File: src/rtl/bcd_updown_counter_display.sv
// bcd_updown_counter_display
//   Up/down decimal counter (0..MAX_VAL) advanced by a prescaled tick, with a
//   sequential shift-add-3 binary-to-BCD converter and a digit multiplexer
//   feeding a seven-segment driver.
// Ports:
//   i_clk          system clock, all logic on posedge
//   i_reset        synchronous, active-high reset
//   i_en           1 = count on tick, 0 = hold (prescalers keep running)
//   i_up_dn        1 = increment, 0 = decrement
//   i_load         level; loads i_load_val (saturated to MAX_VAL), clears tick prescaler
//   i_load_val     preset value, zero-extended
//   o_count_bin    current binary count
//   o_bcd_out      last completed BCD conversion, digit 0 in [3:0]
//   o_bcd_valid    1-cycle pulse when o_bcd_out updates
//   o_wrap         1-cycle pulse on MAX_VAL->0 or 0->MAX_VAL
//   o_digit        BCD nibble of the selected digit (one cycle behind o_digit_sel)
//   o_digit_sel    digit index, 0 = least significant
//   o_digit_blank  1 = selected digit is a leading zero (BLANK_LZ=1 only)
module bcd_updown_counter_display #(
    parameter int DIGITS   = 4,
    parameter int BIN_W    = 14,
    parameter int MAX_VAL  = 9999,
    parameter int LOAD_W   = 8,
    parameter int TICK_DIV = 16777216,
    parameter int SCAN_DIV = 32768,
    parameter int BLANK_LZ = 1
) (
    input  logic                                       i_clk,
    input  logic                                       i_reset,
    input  logic                                       i_en,
    input  logic                                       i_up_dn,
    input  logic                                       i_load,
    input  logic [LOAD_W-1:0]                          i_load_val,
    output logic [BIN_W-1:0]                           o_count_bin,
    output logic [4*DIGITS-1:0]                        o_bcd_out,
    output logic                                       o_bcd_valid,
    output logic                                       o_wrap,
    output logic [3:0]                                 o_digit,
    output logic [((DIGITS > 1) ? $clog2(DIGITS) : 1)-1:0] o_digit_sel,
    output logic                                       o_digit_blank
);

    localparam int TW  = (TICK_DIV > 1) ? $clog2(TICK_DIV) : 1;
    localparam int SW  = (SCAN_DIV > 1) ? $clog2(SCAN_DIV) : 1;
    localparam int DSW = (DIGITS > 1) ? $clog2(DIGITS) : 1;
    localparam int IW  = $clog2(BIN_W + 1);
    localparam int CW  = (LOAD_W > BIN_W) ? LOAD_W : BIN_W;
    localparam int WW  = 4*DIGITS + BIN_W;

    localparam logic [TW-1:0]    TICK_LAST = TW'(TICK_DIV - 1);
    localparam logic [SW-1:0]    SCAN_LAST = SW'(SCAN_DIV - 1);
    localparam logic [BIN_W-1:0] MAXV      = BIN_W'(MAX_VAL);
    localparam logic [CW-1:0]    MAXC      = CW'(MAX_VAL);

    typedef enum logic [1:0] {S_IDLE, S_ADJ, S_SHIFT, S_DONE} state_t;

    // ---------------- counter ----------------
    logic [TW-1:0]    r_tick_cnt;
    logic [BIN_W-1:0] r_count;
    logic             r_wrap;
    logic             r_req;      // count_bin was written last cycle
    logic             w_tick;
    logic [CW-1:0]    w_load_ext;
    logic [BIN_W-1:0] w_load_sat;

    assign w_tick = (r_tick_cnt == TICK_LAST);

    always_comb begin
        w_load_ext = CW'(i_load_val);
        w_load_sat = (w_load_ext > MAXC) ? MAXV : BIN_W'(w_load_ext);
    end

    always_ff @(posedge i_clk) begin
        if (i_reset) begin
            r_tick_cnt <= '0;
            r_count    <= '0;
            r_wrap     <= 1'b0;
            r_req      <= 1'b0;
        end else begin
            r_wrap <= 1'b0;
            r_req  <= 1'b0;
            if (i_load || w_tick)
                r_tick_cnt <= '0;
            else
                r_tick_cnt <= r_tick_cnt + TW'(1);

            if (i_load) begin
                r_count <= w_load_sat;
                r_req   <= 1'b1;
            end else if (w_tick && i_en) begin
                r_req <= 1'b1;
                if (i_up_dn) begin
                    if (r_count == MAXV) begin
                        r_count <= '0;
                        r_wrap  <= 1'b1;
                    end else begin
                        r_count <= r_count + BIN_W'(1);
                    end
                end else begin
                    if (r_count == '0) begin
                        r_count <= MAXV;
                        r_wrap  <= 1'b1;
                    end else begin
                        r_count <= r_count - BIN_W'(1);
                    end
                end
            end
        end
    end

    // ---------------- BCD converter ----------------
    state_t            r_state, w_state_next;
    logic [WW-1:0]     r_work, w_work_adj;
    logic [IW-1:0]     r_iter;
    logic              r_pending;
    logic [4*DIGITS-1:0] r_bcd_out;
    logic              r_bcd_valid;
    logic              w_snap, w_adj, w_shift, w_done;

    always_ff @(posedge i_clk) begin
        if (i_reset)
            r_state <= S_IDLE;
        else
            r_state <= w_state_next;
    end

    always_comb begin
        w_state_next = r_state;
        w_snap       = 1'b0;
        w_adj        = 1'b0;
        w_shift      = 1'b0;
        w_done       = 1'b0;
        case (r_state)
            S_IDLE: begin
                if (r_req) begin
                    w_snap       = 1'b1;
                    w_state_next = S_ADJ;
                end
            end
            S_ADJ: begin
                w_adj        = 1'b1;
                w_state_next = S_SHIFT;
            end
            S_SHIFT: begin
                w_shift      = 1'b1;
                w_state_next = (r_iter == IW'(BIN_W - 1)) ? S_DONE : S_ADJ;
            end
            S_DONE: begin
                w_done = 1'b1;
                // A request seen during conversion restarts immediately on the
                // latest count, skipping IDLE.
                if (r_pending || r_req) begin
                    w_snap       = 1'b1;
                    w_state_next = S_ADJ;
                end else begin
                    w_state_next = S_IDLE;
                end
            end
            default: w_state_next = S_IDLE;
        endcase
    end

    always_comb begin
        w_work_adj = r_work;
        for (int unsigned k = 0; k < DIGITS; k++) begin
            if (r_work[BIN_W + 4*k +: 4] >= 4'd5)
                w_work_adj[BIN_W + 4*k +: 4] = r_work[BIN_W + 4*k +: 4] + 4'd3;
        end
    end

    always_ff @(posedge i_clk) begin
        if (i_reset) begin
            r_work      <= '0;
            r_iter      <= '0;
            r_pending   <= 1'b0;
            r_bcd_out   <= '0;
            r_bcd_valid <= 1'b0;
        end else begin
            r_bcd_valid <= 1'b0;
            if (w_snap) begin
                r_work <= {{(4*DIGITS){1'b0}}, r_count};
                r_iter <= '0;
            end else if (w_adj) begin
                r_work <= w_work_adj;
            end else if (w_shift) begin
                r_work <= r_work << 1;
                r_iter <= r_iter + IW'(1);
            end
            if (w_done) begin
                r_bcd_out   <= r_work[WW-1 -: 4*DIGITS];
                r_bcd_valid <= 1'b1;
            end
            if (r_state == S_ADJ || r_state == S_SHIFT)
                r_pending <= r_pending | r_req;
            else
                r_pending <= 1'b0;
        end
    end

    // ---------------- display scan ----------------
    logic [SW-1:0]  r_scan_cnt;
    logic [DSW-1:0] r_digit_sel;
    logic [3:0]     r_digit, w_digit;
    logic           r_blank, w_blank, w_hi_zero;

    // Walk from the most significant digit down so w_hi_zero holds
    // "this digit and everything above it is zero" at the selected index.
    always_comb begin
        w_digit   = '0;
        w_blank   = 1'b0;
        w_hi_zero = 1'b1;
        for (int unsigned k = 0; k < DIGITS; k++) begin
            w_hi_zero = w_hi_zero & (r_bcd_out[4*(DIGITS-1-k) +: 4] == 4'd0);
            if (DSW'(DIGITS-1-k) == r_digit_sel) begin
                w_digit = r_bcd_out[4*(DIGITS-1-k) +: 4];
                w_blank = (BLANK_LZ != 0) && ((DIGITS-1-k) != 0) && w_hi_zero;
            end
        end
    end

    always_ff @(posedge i_clk) begin
        if (i_reset) begin
            r_scan_cnt  <= '0;
            r_digit_sel <= '0;
            r_digit     <= '0;
            r_blank     <= 1'b0;
        end else begin
            if (r_scan_cnt == SCAN_LAST) begin
                r_scan_cnt  <= '0;
                r_digit_sel <= (r_digit_sel == DSW'(DIGITS - 1)) ? '0 : r_digit_sel + DSW'(1);
            end else begin
                r_scan_cnt <= r_scan_cnt + SW'(1);
            end
            r_digit <= w_digit;
            r_blank <= w_blank;
        end
    end

    assign o_count_bin   = r_count;
    assign o_bcd_out     = r_bcd_out;
    assign o_bcd_valid   = r_bcd_valid;
    assign o_wrap        = r_wrap;
    assign o_digit       = r_digit;
    assign o_digit_sel   = r_digit_sel;
    assign o_digit_blank = r_blank;

endmodule

File: config.mk
export PLATFORM = sky130hd
export DESIGN_NAME = bcd_updown_counter_display
export DESIGN_NICKNAME = d
export VERILOG_FILES = /design/src/rtl/bcd_updown_counter_display.sv
export SDC_FILE = /design/constraint.sdc
export NUM_CORES = 1
export LEC_CHECK = 0
export BUFFER_PORTS_ARGS = -buffer_cell sky130_fd_sc_hd__buf_2
export CAP_MARGIN = 15
export CORE_MARGIN = 5
export CORE_UTILIZATION = 28
export DETAILED_ROUTE_END_ITERATION = 8
export PLACE_DENSITY_LB_ADDON = 0.3
export SYNTH_ARGS = -nofsm -noshare
export SYNTH_HDL_FRONTEND = slang
export SYNTH_SLANG_ARGS = --single-unit
File: constraint.sdc
create_clock -name i_clk -period 2.4 [get_ports i_clk]
set_input_delay 0.36 -clock i_clk [delete_from_list [all_inputs] [get_ports i_clk]]
set_output_delay 0.36 -clock i_clk [all_outputs]
set_load 0.005 [all_outputs]
# == After elaboration in Yosys (flattened, before gate mapping) ==
# Cells that the tools add are included.
# op_classes
add_sub_neg,10
magnitude_cmp,4
n_eq_ne,17
n_mux,36
bitwise,6
n_reduce_logical,26
# op_table
cell,n
2-to-1 mux 30 bit,2
2-to-1 mux 14 bit,4
2-to-1 mux 4 bit,8
adder 24 x 1 -> 24 bit (second input constant),1
equality test 24 bit (second input constant),1
adder 4 x 2 -> 4 bit (second input constant),4
>= comparator 4 x 3 -> 1 bit (second input constant),4
2-to-1 mux 8 bit,2
adder 15 x 1 -> 15 bit (second input constant),1
equality test 15 bit (second input constant),1
2-to-1 mux 1 bit,15
adder 14 x 1 -> 14 bit (second input constant),1
equality test 14 bit (second input constant),1
zero test 14 bit,1
subtractor 14 x 1 -> 14 bit (second input constant),1
zero test 4 bit,3
AND reduction 2 bit,6
OR reduction 2 bit,6
inequality test 2 x 1 -> 1 bit (second input constant),4
case mux 2 bit (4 select lines),1
equality test 2 bit (second input constant),3
2-to-1 mux 2 bit,3
nonzero test 2 bit,3
adder 4 x 1 -> 4 bit (second input constant),1
14 further kinds,22
# totals
register_bits,116

# == Logic depth before layout (Yosys ltp) ==
# depth
depth_word,5
depth_mapped,9

# == Worst setup path before layout ==
# Ideal clock, no wire load.
# synth_timing
path_type,register to register
start,"register r_count[0], in the netlist o_count_bin[0]"
end,"register r_count[10], in the netlist o_count_bin[10]"
setup_time_ns,0.124
arrival_time_ns,2.122
path_slack_ns,0.154
path_stages_with_launch,10
path_buffers,2
cell_sequence,dfxtp_1 clkbuf_1 inv_1 ha_1 or3b_2 clkbuf_1 or4_1 and2_1 o31ai_2 a21oi_1
# synth_via
elab_chain_len,3
word_cells_on_any_way,7
classes_between,add/sub (2); eq/ne (1); mux (3); reduce/logical (1)
# synth_lines
element,line_no,text
"start, declared",59,logic [BIN_W-1:0] r_count;
"start signal, assigned",88,r_count <= w_load_sat;
"start signal, assigned",97,r_count <= r_count + BIN_W'(1);
"start signal, assigned",104,r_count <= r_count - BIN_W'(1);
"subtractor 14 x 1 -> 14 bit, or another cell as far along",104,
2-to-1 mux 14 bit (on tied branches),"100, 93",
2-to-1 mux 14 bit (*),92,if (i_up_dn) begin
# Every way passes the cells marked *; elsewhere a longest branch is shown, timed or not.
# A chain may end at the register's enable or synchronous reset.

# == Final worst setup path ==
# Same ends and word-level chain as after synthesis.

==> impl_metrics.toml <==
[final_layout]
final_cell_area_mm2 = 0.00747
fin_util_pct = 34.2
final_layout_size_suffix_gt1_share_pct = 17.8
n_antenna_cell = 0
syn2layout_area_growth_pct = 20.3
finalNetCount = 838

[global_route]
grt_pass1_wl_mm = 26.5
grt_pass1_vias = 5086
antenna_found_initial = 0
grt_max_degree = 56
grt_usage_pct = 12.5
overflow = 0

[timing]
period_share_pct = 93.5
fmax_ghz = 0.446
tightest_slew_ps = 530
report.final.slew_viol_count = 0
slew_headroom_pct = 64.5
skew_ps = 8.42
period_minus_slack_ps = 2240
timing.final.setup_violations = 0
finalHoldViolCount = 0
setup_slack_ps = 157
rsz0062_at_grt = "no"
setup_tns_ps = 0

[power_and_ir_drop]
peakVddDrop_uv = 534
leakage_nw = 2.85
powerDensity_mw_per_mm2 = 841

[synth]
ys_seq_elements = 116
synth-edff-count = 0
yosysWarnings = 0
synth_flop_cell = "dfxtp_1"
syn_area_mm2 = 0.00621
yosysTopAreaCell = "dfxtp_1"
syn_inst = 742
synthArstFlopShare_pct = 0
synth_area_per_cell_um2 = 8.37
synthTopCellsByArea = "dfxtp_1, nor2_1, ha_1, mux2i_1, xor2_1"
yosysUniqueCellTypes = 72
synth_nets = 779
yosysSeqAreaShare_pct = 37.4
synth_top_area_share_pct = 37.4

[clock_tree]
cts_buffers = 17
cts_resized = 0
cts_tree = "yes"
clock_sinks = 116
root_buffer = "clkbuf_16"
cts.path.max_buffers = 2
ctsHtreeMaxLevel = 4
clock_latency_ps = 420
ctsHoldBuffers = 0
postCtsSetupRepairBufs = 0
clk_pin_slew_worst_paths_ps = 60

[route]
wl_met2_mm = 7.45
routed_via_density = 4.95
wire_per_inst_um = 14.7
drt-total-wl_mm = 16.1
final_antenna_net_count = 0
drc_errors = 0
firstDrtPassIters = 4
drt_iter0_markers = 237
top_layer = "met4"
dr_total_vias = 5417
wl_met3_um = 582
met1_length_mm = 7.76

[critical_path]
path_cells = "inv_1 -> ha_1 -> or3b_2 -> or4_1 -> and2_1 -> o31ai_2 -> a21oi_1"
crit_path_start_kind = "flop"
critPathArrivalTime_ps = 2550
crit_type = "flop to flop"
crit_buf_inv = 1
crit_family = "simple AND/OR/NAND/NOR gates"
critical-path-slowest-cell = "or3b_2"
crit_path_end_kind = "flop"
critPathRequiredTime_ps = 2710
critPathMaxFanout = 8
critPathMaxStageDelay_ps = 530

[die]
dieArea_mm2 = 0.0253
std_cell_rows = 54
die_h_um = 159
io_pins = 52
start_util_pct = 28.5
coreArea_mm2 = 0.0218
die_w_um = 159

[run]
cap_violations = 0

[place]
dpl_worst_slack_ps = 185
placed_area_mm2 = 0.00683
finalWeightedCongestion = 0.835
hpwl_mm = 11.4
port-buffer-count = 51

[min_path]
holdCritPathClass = "primary input to flop"

[status]
status = "finished, final reports clean"
[sequential cells by signal, summed over array words and instances, names as in the netlist]
name	count
o_digit	4
r_req	1
o_bcd_out	16
o_digit_sel	2
r_work	30
r_state	2
r_tick_cnt	24
o_digit_blank	1
r_pending	1
o_wrap	1
r_iter	4
r_scan_cnt	15
o_count_bin	14
o_bcd_valid	1
[synthesized netlist by cell type, drive strengths merged (5+ instances only)]
master and instances:
clkbuf 42, nand4 17, nor2 119, o21ai 36, or3 16, o211ai 5, nand2 36, nand2b 5
a21oi 38, buf 9, o31ai 6, mux2i 29, or4 6, a211oi 16, xnor2 14, nor3 16
dfxtp 116, ha 24, nand3 28, a31oi 7, o22ai 6, xor2 24, and4 6, nor4 20
a21o 6, and3 10, inv 29
[worst min-delay path, cell delays in order]
cell	delay, ps
buf_2	90
nand3b_1	70
o31ai_1	60
[per-stage QoR]
step	std cells	hold slack (ps)	total power, mW
after global placement	1062	431	3.53
after global routing	1094	182	6.63
after floorplan	742	418	3.19
after CTS	1094	167	6.36
after detailed placement	1062	436	3.54
final	1094	188	6.29
[layer usage]
metal	vias to the layer above	track usage, %
met2	77	19.9
met1	2551	16.5
li1	2766	-
met4	0	3.99
met5	-	0
met3	23	3.29
[cells in the final DEF, fill, tap and decap left out, types with 17 or more instances in the layout]
cell type    n
nor2_1     118
inv_1       29
a21oi_1     38
nand2_1     36
buf_4       40
nand4_1     17
dfxtp_1    116
clkbuf_16   17
nor4_1      18
ha_1        24
o21ai_0     34
xor2_1      24
mux2i_1     29
nand3_1     28
buf_2       51
[path summary, 6_finish.rpt]
path	start	end	slack (ps)	cells past startpoint
max	o_count_bin[0]	o_count_bin[10]	160	7
min	i_load_val[7]	o_count_bin[7]	190	3
max reg2reg	o_count_bin[0]	o_count_bin[10]	160	7
min reg2reg	r_tick_cnt[0]	r_tick_cnt[0]	450	1
[area by class of cell]
type / count / area, um^2
inverter: 29 / 109
fill: 2256 / 14400
tap: 280 / 350
clock buffer: 17 / 425
sequential: 116 / 2320
clock inverter: 15 / 216
timing repair buffer: 92 / 576
multi-input combinational: 545 / 3470
[power by group]
| part | switching, mW | internal (mW) |
|---|---|---|
| clock | 1.01 | 1.77 |
| combinational | 0.800 | 0.500 |
| sequential | 0.124 | 2.08 |
| total | 1.93 | 4.35 |
[cell families (layout without fill, tap and decap cells)]
| kind of cell | count (synthesis) | after routing | synth area share (%) |
|---|---|---|---|
| compound gates | 153 | 153 | 16.4 |
| flops | 116 | 116 | 37.4 |
| buf+inv | 81 | 153 | 6.67 |
| simple gates | 299 | 299 | 24.3 |
| fa+ha+maj | 24 | 24 | 4.84 |
| mux | 31 | 31 | 5.04 |
| xor+xnor | 38 | 38 | 5.36 |
(Power assumes the default switching activity.)
